**src/rtl/enemy_hit_detector.sv**
```systemverilog
// Frame-synchronous hit / dodge / random-turn event generator for one enemy.
// Define ENEMY_DODGE_EN to build the dodge window logic; otherwise dodgeBullet is tied to 0.
module enemy_hit_detector #(
    parameter int          OBJECT_WIDTH_X  = 30,
    parameter int          OBJECT_HEIGHT_Y = 30,
    parameter int          DODGE_DIST      = 40,
    parameter int          RAND_MIN_FRAMES = 30,
    parameter logic [15:0] LFSR_SEED       = 16'hACE1
) (
    input  logic        clk,
    input  logic        resetN,
    input  logic        startOfFrame,
    input  logic [10:0] pixelX,
    input  logic [10:0] pixelY,
    input  logic [10:0] enemyTopLeftX,
    input  logic [10:0] enemyTopLeftY,
    input  logic        enemyDrawingRequest,
    input  logic [2:0]  shotDrawingRequest,
    input  logic        pause,
    input  logic        respawn,
    output logic [2:0]  shotCollision,
    output logic        dodgeBullet,
    output logic        changeDirection,
    output logic        enemyDead
);

    localparam logic [0:0] ST_ALIVE = 1'b0;
    localparam logic [0:0] ST_DEAD  = 1'b1;
    localparam logic [8:0] RAND_MIN = 9'(RAND_MIN_FRAMES);

    logic [0:0]  state;
    logic [2:0]  hit_acc;
    logic [7:0]  frame_cnt;
    logic [15:0] lfsr;

    logic        active;
    logic        boundary;
    logic [2:0]  hit_sample;
    logic        hit_fire;
    logic        turn_fire;
    logic        dodge_fire;
    logic [15:0] lfsr_next;

    // enemyDead is the FSM state itself, so it doubles as the state debug view.
    assign enemyDead  = (state == ST_DEAD);
    assign active     = (state == ST_ALIVE) && !pause;
    assign boundary   = startOfFrame && !respawn;
    assign hit_sample = active ? (shotDrawingRequest & {3{enemyDrawingRequest}}) : 3'b000;
    assign hit_fire   = boundary && active && (hit_acc != 3'b000);
    assign turn_fire  = boundary && active && ({1'b0, frame_cnt} >= RAND_MIN) && (lfsr[3:0] == 4'd0);
    // Right-shifting Galois form of x^16 + x^14 + x^13 + x^11 + 1.
    assign lfsr_next  = {1'b0, lfsr[15:1]} ^ (lfsr[0] ? 16'hB400 : 16'h0000);

`ifdef ENEMY_DODGE_EN
    localparam logic [11:0] WIDTH_12  = 12'(OBJECT_WIDTH_X);
    localparam logic [11:0] HEIGHT_12 = 12'(OBJECT_HEIGHT_Y);
    localparam logic [11:0] DODGE_12  = 12'(DODGE_DIST);

    logic [11:0] x_lo, x_hi, y_lo, y_hi, px, py;
    logic        in_x, in_win, dodge_sample, dodge_acc;

    assign px           = {1'b0, pixelX};
    assign py           = {1'b0, pixelY};
    assign x_lo         = {1'b0, enemyTopLeftX};
    assign x_hi         = x_lo + WIDTH_12;
    assign y_lo         = {1'b0, enemyTopLeftY} + HEIGHT_12;
    assign y_hi         = y_lo + DODGE_12;
    assign in_x         = (px >= x_lo) && (px < x_hi);
    assign in_win       = (py >= y_lo) && (py < y_hi);
    assign dodge_sample = active && (|shotDrawingRequest) && in_x && in_win;
    assign dodge_fire   = boundary && active && (hit_acc == 3'b000) && dodge_acc;

    always_ff @(posedge clk or negedge resetN) begin
        if (!resetN) begin
            dodge_acc <= 1'b0;
        end else if (respawn || hit_fire) begin
            dodge_acc <= 1'b0;
        end else if (startOfFrame) begin
            dodge_acc <= dodge_sample;
        end else begin
            dodge_acc <= dodge_acc | dodge_sample;
        end
    end
`else
    logic unused_dodge_inputs;
    assign unused_dodge_inputs = ^{pixelX, pixelY, enemyTopLeftX, enemyTopLeftY};
    assign dodge_fire = 1'b0;
`endif

    always_ff @(posedge clk or negedge resetN) begin
        if (!resetN) begin
            state           <= ST_ALIVE;
            hit_acc         <= 3'b000;
            frame_cnt       <= 8'd0;
            lfsr            <= LFSR_SEED;
            shotCollision   <= 3'b000;
            dodgeBullet     <= 1'b0;
            changeDirection <= 1'b0;
        end else begin
            shotCollision   <= 3'b000;
            dodgeBullet     <= 1'b0;
            changeDirection <= 1'b0;
            if (respawn) begin
                state     <= ST_ALIVE;
                hit_acc   <= 3'b000;
                frame_cnt <= 8'd0;
            end else if (startOfFrame) begin
                // A kill leaves the accumulators empty for the whole DEAD period.
                hit_acc     <= hit_fire ? 3'b000 : hit_sample;
                dodgeBullet <= dodge_fire;
                if (hit_fire) begin
                    shotCollision <= hit_acc;
                    state         <= ST_DEAD;
                end
                if (active) begin
                    lfsr            <= lfsr_next;
                    changeDirection <= turn_fire;
                    if (turn_fire) begin
                        frame_cnt <= 8'd0;
                    end else if (frame_cnt != 8'hFF) begin
                        frame_cnt <= frame_cnt + 8'd1;
                    end
                end
            end else begin
                hit_acc <= hit_acc | hit_sample;
            end
        end
    end

endmodule

```
**config.mk**
```make
export PLATFORM = sky130hd
export DESIGN_NAME = enemy_hit_detector
export DESIGN_NICKNAME = d
export VERILOG_FILES = /design/src/rtl/enemy_hit_detector.sv
export SDC_FILE = /design/constraint.sdc
export NUM_CORES = 1
export LEC_CHECK = 0
export ABC_AREA = 1
export BUFFER_PORTS_ARGS = -buffer_cell sky130_fd_sc_hd__buf_2
export CAP_MARGIN = 20
export CORE_UTILIZATION = 25
export CTS_CLUSTER_SIZE = 30
export DETAILED_ROUTE_END_ITERATION = 7
export GPL_ROUTABILITY_DRIVEN = 0
export GPL_TIMING_DRIVEN = 0
export SYNTH_ARGS = -nofsm -noshare
export SYNTH_HDL_FRONTEND = slang
export SYNTH_SLANG_ARGS = --single-unit
```
**constraint.sdc**
```tcl
create_clock -name clk -period 2.2 [get_ports clk]
set_input_delay 0.22 -clock clk [delete_from_list [all_inputs] [get_ports clk]]
set_output_delay 0.22 -clock clk [all_outputs]
set_load 0.05 [all_outputs]
```
## Word level (Yosys, flattened, before mapping)

Cells that the tools add are included.
W data, S select, Z words.

| word-level totals | value |
|---|---|
| register bits | 32 |
| bits of input ports | 53 |
| output and inout bits | 6 |
| word-level logic and storage cells | 50 |

| operators by class | value |
|---|---|
| add/sub/neg operators | 1 |
| magnitude comparators | 1 |
| equal/unequal tests | 1 |
| multiplexer cells | 19 |
| bitwise operators | 5 |
| reductions and logical operators | 17 |

Operator list:

| operator | number |
|---|---|
| $mux W8 | 5 |
| $mux W3 | 7 |
| $mux W16 | 1 |
| $xor A15 B16 Y16 | 1 |
| $add A8 B1 Y8 const B | 1 |
| $ge A8 B5 Y1 const B | 1 |
| $ne A8 B8 Y1 const B | 1 |
| $logic_and A1 B1 Y1 | 6 |
| $mux W1 | 6 |
| $reduce_and A3 Y1 | 2 |
| $reduce_bool A2 Y1 | 3 |
| $reduce_bool A3 Y1 | 2 |
| $logic_not A4 Y1 | 1 |
| $and A3 B3 Y3 | 1 |
| $or A3 B3 Y3 | 1 |
| $logic_not A1 Y1 | 2 |
| $not A1 Y1 | 2 |
| $reduce_and A2 Y1 | 1 |

## Depth between registers and ports, before layout

Gate-level depths: netlist of run 1.

| logic depth | value |
|---|---|
| depth after elaboration | 9 |
| mapped depth | 11 |
| gate-level depth less buffers | 11 |

## Least setup slack after synthesis of run 1

No wires, ideal clock.

| timing path | value |
|---|---|
| path kind | flip-flop to flip-flop |
| from | register state, in the netlist enemyDead |
| to | register frame_cnt[4] |
| library setup time | 0.119 ns |
| data arrival time | 1.446 ns |
| required time | 2.081 ns |
| slack | 0.635 ns |
| stages on the path, launching flop included | 9 |
| path buffers | 0 |
| clock period less this slack | 1.565 ns |
| cell sequence | dfrtp_1 > nor2_4 > nand3_2 > inv_2 > nand3_2 > nand3_4 > nand2_4 > nand2_1 > nand2_1 |

| on the way | value |
|---|---|
| longest elaborated chain between the ends | 9 |
| elaborated cells on any way between the ends | 12 |
| those cells by class | 4 x mux; 1 x bitwise; 7 x reduce/logical |

RTL lines:

| item | line | source |
|---|---|---|
| start, declared | 31 | `logic [0:0] state;` |
| start signal, assigned | 92 | `state <= ST_ALIVE;` |
| start signal, assigned | 104 | `state <= ST_ALIVE;` |
| start signal, assigned | 113 | `state <= ST_DEAD;` |
| $not A1 Y1 (*) | 46 | `assign active = (state == ST_ALIVE) && !pause;` |
| $logic_and A1 B1 Y1 (*) | 46 |  |
| $logic_and A1 B1 Y1 (3 in series) | 50 | `assign turn_fire = boundary && active && ({1'b0, frame_cnt} >= RAND_MIN) && (lfsr[3:0] == 4'd0);` |
| $mux W8 | 118 | `if (turn_fire) begin` |
| $mux W8 | 115 | `if (active) begin` |
| $mux W8 | 107 | `end else if (startOfFrame) begin` |
| $mux W8 | 103 | `if (respawn) begin` |
| end signal, assigned | 121 | `frame_cnt <= frame_cnt + 8'd1;` |
| end, declared | 33 | `logic [7:0] frame_cnt;` |

Every way passes the cells marked *; elsewhere a longest branch is shown, timed or not. The select of a mux whose other input is x is not followed.
A chain may end at the register's enable or synchronous reset.

## Worst setup path after layout of run 1

| timing path | value |
|---|---|
| from | register state, in the netlist enemyDead |
| to | register frame_cnt[6] |

Same word-level chain as after synthesis.

==> run metrics, run 1 <==
worst path arrival time=1710 ps; I/O Buffers=13; total gr overflow=0; routed wire length=2707 µm; synthesized cell area=0.001539 mm²; Routed Antenna Nets=0; post-synth top area share=39.02%; MaxCap Viol Count=0; Synth area leader=dfrtp_1; Clock Latency Late Sink=270 ps; sequential-to-total area share from yosys stat=52.68%; Post-CTS Resized=0; Via density=4.251; outcome=finished, violations left; min-delay worst type=input pin to asynchronous set/reset pin; Mapped Cells=179; DP Wirelength=1957 µm; area delta synth->final=17.32%; Fin. Hold Viols=24; max incr delay on CP=420 ps; Critical Path Source Type=flop; hold buffers post-CTS=0; Initial Util=25.99%; CP Buf/Inv Count=1; Pleak=0.8712 nW; worst-path cell chain=nor2_4 > nand3_2 > inv_2 > nand3_2 > nand3_4 > nand2_4 > nand2_1 > nand2_1; Final Slew Violations=0; DRT Pass-1 Iters=4; routed len/inst=9.844 µm; failing checks=hold timing; Worst VDD drop=0.0003769 V; Slew headroom=55.04%; final setup margin=648.9 ps; crit path max fanout=9; critical path type=flop to flop; Worst EP required=2360 ps; Peak Freq=644.7 MHz; CTS root buffer=clkbuf_8; clock buffer depth=2; Filler cells=607; most common cell after layout, fill and taps aside=nand2_1; Worst-path clk slew=60 ps; Top-Level Pins=59; layout cells sized above 1=22.00%; All-Layer GR Usage=10.10%; Post-route DRC=0; core area=0.005921 mm²; hold_ws=-16.00 ps; CTS Buf Count=5; Ys Warns=0; final std cells w/o fill=275; crit-path leading delay family=simple AND/OR/NAND/NOR gates; largest net degree at the start of global routing=33; fin crit share=70.50%; ant diodes=0; Nets=254; Clock Sinks=32; Die Ht=80.46 µm; via count=1169; Placed Instances=267; Final Skew=6.349 ps; Post CTS Setup Buffer Count=0; CTS tree=yes; vias in the first global route=1133; syn avg cell area=8.598 µm²; Netlist cell types=28; overall die area=0.006474 mm²; FF+latch count, synth=32; slowest CP cell=dfrtp_1; PD cells=872.5 mW/mm²; most frequent cells in the layout=nand2_1, dfrtp_1, nor2_1; pre-CTS setup slack=660.0 ps; Die X=80.46 µm; cells taking the most area after synthesis=dfrtp_1, dfstp_2, nand2_1; H-tree Lvls=2; Net Count, Synth=234; Power Total=1.575 mW; Std-Cell Rows=28; DRT iter0 DRCs=21; antenna violations before repair=0; CP endpoint kind=flop; final setup TNS=0 ps; Tmin final=1551 ps; final-report setup violation count=0; worst slew pin tran=674.4 ps; RSZ-0062 raised after global routing=no; first-pass GRT wire length=4974 µm
-- layer usage --
layer  share of wire (%)  track usage (%)
met2                  47            16.10
met4                 1.2            4.286
met3                 4.0            3.182
met1                  48            12.48
met5                   0                0
-- final timing paths --
check | to | slack (ps) | cells after the start | start
worst min-delay path | lfsr[12] | -20 | 1 | resetN
worst max-delay path | frame_cnt[6] | 650 | 8 | enemyDead
min in group clk | hit_acc[0] | 240 | 3 | shotDrawingRequest[0]
worst min register to register | lfsr[5] | 460 | 2 | lfsr[6]
worst max register to register | frame_cnt[6] | 650 | 8 | enemyDead
max in group asynchronous | enemyDead | 1780 | 1 | resetN
-- worst reg2reg max path: stages, from the launching register on --
cell	delay, ps
dfrtp_1	420
nor2_4	180
nand3_2	220
inv_2	120
nand3_2	120
nand3_4	140
nand2_4	110
nand2_1	80
nand2_1	50
-- final cells by class --
cell class,instances,area [µm²],area share [%]
Inverter,21,78.83,4.366
Multi-Input combinational cell,121,621.8,34.44
Buffer,5,27.53,1.525
Sequential cell,32,810.8,44.91
Tap cell,75,93.84,5.198
Timing Repair Buffer,13,65.06,3.604
Clock inverter,2,35.03,1.940
Clock buffer,6,72.57,4.019
-- flip-flops by register name (all words and copies together) (netlist names) --
signal	cells
lfsr	16
shotCollision	3
enemyDead	1
frame_cnt	8
changeDirection	1
hit_acc	3
-- Yosys cell counts --
cell / n
buf_2: 1
clkbuf_1: 2
nor2_4: 1
inv_2: 4
nand2_1: 49
nand3_2: 2
xor2_1: 3
nand3_4: 1
nand3_1: 13
ha_1: 2
conb_1: 1
o31ai_1: 1
nand2_2: 3
nand2_4: 1
nor2_1: 18
dfrtp_1: 24
buf_4: 2
and3b_1: 1
clkinv_1: 1
nand4_1: 2
a32oi_1: 3
xnor2_1: 4
inv_1: 16
a21oi_1: 1
dfstp_2: 8
nor3_1: 2
nor2_2: 1
o21ai_1: 12
-- per-stage QoR --
stage	area, µm²	util [%]
floorplan	1539	-
global placement	1698	28.68
detailed placement	1698	28.68
CTS	1805	30.49
global route	1805	30.49
finish	1805	30.49
-- cell families after synthesis --
kind of cell / share of synthesized area, %
AO/OA/AOI/OAI: 6.423
XOR/XNOR: 3.984
adder cells (fa/ha/maj): 1.626
buffers and inverters: 6.910
flip-flops: 52.68
other: 0.2437
AND/OR/NAND/NOR: 28.13
-- power by group --
part / total (mW) / leakage (nW) / switching (mW) / internal (mW)
clock network: 0.532 / 0.0552 / 0.196 / 0.335
logic: 0.250 / 0.410 / 0.145 / 0.104
registers: 0.794 / 0.406 / 0.0622 / 0.732
total: 1.58 / 0.871 / 0.404 / 1.17
Power figures use the tool's default switching activity.
==> inputs of run 2 (changes only) <==
Settings changed: ABC_AREA 1 to 0.
Clock period 2.2 ns to 1.37 ns, I/O delays scaled along.
==> run 2 against run 1 <==
The run ends with setup timing left. Setup slack lost 940 ps. Combinational power rose by 92%. Wire length is 5.6% higher. Cell area is 10% higher. Largest power group unchanged. Largest cell class unchanged. Global-route usage shrank 0.071 points.
==> run metrics, run 2 <==
critical path type=flop to flop; Peak Freq=602.8 MHz; cells taking the most area after synthesis=dfrtp_1, dfstp_2, mux2_2; MaxCap Viol Count=0; CTS Buf Count=5; R2R depth=5; sequential-to-total area share from yosys stat=56.15%; Clock Latency Late Sink=280 ps; hold_ws=136.8 ps; CTS tree=yes; RSZ-0062 raised after global routing=yes; routed wire length=2858 µm; total gr overflow=0; FF-to-FF End=frame_cnt[7]; outcome=finished, violations left; r2r setup slk=-290 ps; final setup TNS=-2575 ps; area delta synth->final=38.04%; commonest cells in the netlist=dfrtp_1, mux2_2, nor2_1, a21oi_1, dfstp_2; failing checks=setup timing; largest register by flop count=lfsr; Top-Level Pins=59; most frequent cells in the layout=dfrtp_1, mux2_4, buf_2; vias in the first global route=1010; Critical Path Source Type=flop; overall die area=0.006083 mm²; Die Ht=78.00 µm; core area=0.005540 mm²; Worst VDD drop=0.0006887 V; CP Capture Point=frame_cnt[7]; worst path arrival time=1860 ps; CTS root buffer=clkbuf_8; Post-synth EDFFs=0; Worst-path clk slew=70 ps; All-Layer GR Usage=10.03%; Power Total=2.533 mW; Initial Util=26.06%; Die X=78.00 µm; CP endpoint kind=flop; Worst EP required=1570 ps; final-report setup violation count=20; crit-path leading delay family=simple AND/OR/NAND/NOR gates; top-count cell post-synth=dfrtp_1; layout cells sized above 1=47.74%; first-pass GRT wire length=4560 µm; DP Wirelength=1715 µm; Mapped Cells=120; Crit path depth=5; Fin. Hold Viols=0; antenna violations before repair=0; H-tree Lvls=2; reg2reg start=frame_cnt[6]; Slew headroom=53.19%; PD cells=1271 mW/mm²; Final Slew Violations=0; final setup margin=-289.0 ps; Ys Warns=0; Tmin final=1659 ps; Std-Cell Rows=27; via count=1019; pre-CTS setup slack=-341.3 ps; hold-critical path depth=3; max incr delay on CP=430 ps; Pleak=0.8988 nW; Async SR Flop Fraction=100.0%; DP Area=0.001673 mm²; post-synth top area share=41.59%; top flop regs=lfsr x16, frame_cnt x8; fin crit share=121.1%; Routed Antenna Nets=0; slowest CP cell=dfrtp_1; worst slew pin tran=702.2 ps; synthesized cell area=0.001444 mm²; max FFs per register=16; Filler cells=555; routed len/inst=12.59 µm; Post-route DRC=0; clock buffer depth=2; Clock Sinks=32; Final Instance Area=0.001993 mm²; most common cell after layout, fill and taps aside=dfrtp_1; DRT Pass-1 Iters=4; largest net degree at the start of global routing=33; Via density=4.489; Net Count, Synth=175; Netlist cell types=39; worst-path cell chain=or3_1 > o211a_1 > or2_1 > buf_6 > a311oi_2; Final Skew=7.061 ps; syn avg cell area=12.03 µm²; DRT iter0 DRCs=32; Critical Path Start=frame_cnt[6]; I/O Buffers=13; crit path max fanout=8; dominant synthesized flop cell=dfrtp_1; ant diodes=0; min-delay worst type=input pin to flop; Synth area leader=dfrtp_1; Nets=209; CP Buf/Inv Count=1; FF+latch count, synth=32
run 2: cell count changes after synthesis, moves of 7 or more:
| cell | before | now |
|---|---|---|
| a21oi_1 | 1 | 8 |
| inv_1 | 16 | 3 |
| nand2_1 | 49 | 5 |
| nor2_1 | 18 | 11 |
| mux2_2 | 0 | 13 |
| o21ai_1 | 12 | 0 |
| nand3_1 | 13 | 1 |
run 2: repair_timing:
item / CTS / global route
setup endpoints to repair: 23 / 26
pin swaps: 8 / 3
hold buffers: 1 / 0
buffers inserted: 11 / 3
cloned: 1 / 1
hold endpoints to repair: 24 / 0
gates resized for setup: 14 / 9
run 2: worst reg2reg max path, stage by stage (launching register included):
cell	delay [ps]
dfrtp_1	430
or3_1	370
o211a_1	240
or2_1	210
buf_6	150
a311oi_2	170
run 2: power breakdown:
part	total [mW]	internal, mW	switching, mW
registers	1.27	1.16	0.106
clock network	0.784	0.458	0.327
logic	0.480	0.303	0.177
run 2: cell families after synthesis:
group	share of synthesized area [%]
and+or+nand+nor	13.86
xor gates and xnor gates	1.820
AOI/OAI and AO/OA	11.96
other	0.2597
DFF	56.15
buffers and inverters	3.379
muxes	10.83
adders and majority gates	1.733
run 2: routing by layer:
metal / routed length (µm) / GRT usage [%]
met3: 117 / 3.882
met4: 68 / 5.556
met1: 1329 / 11.40
met5: 0 / 0
met2: 1342 / 16.11
run 2: how the worst min path moves through the flow:
| stage | start | endpoint | slack, ps |
|---|---|---|---|
| 2_1_floorplan | resetN | changeDirection | -160 |
| 3_3_place_gp | resetN | lfsr[14] | 230 |
| 3_5_place_dp | resetN | lfsr[14] | 220 |
| 4_1_cts | shotDrawingRequest[2] | hit_acc[2] | 120 |
| 5_1_grt | respawn | enemyDead | 130 |
| 6_report | shotDrawingRequest[2] | hit_acc[2] | 140 |
run 2: metrics by stage:
stage | instances | util, %
floorplan | 120 | -
global placement | 205 | 30.19
detailed placement | 205 | 30.19
CTS | 226 | 35.21
global route | 227 | 35.98
finish | 227 | 35.98
run 2: layout make-up:
type	instances	area, µm²	area share [%]
flip-flops and latches	32	812.0	40.74
multi-input cells	80	699.4	35.09
repair buffers	29	251.5	12.62
clock buffers	8	100.1	5.022
well taps	72	90.09	4.520
plain buffers	3	28.78	1.444
inverters	3	11.26	0.5650
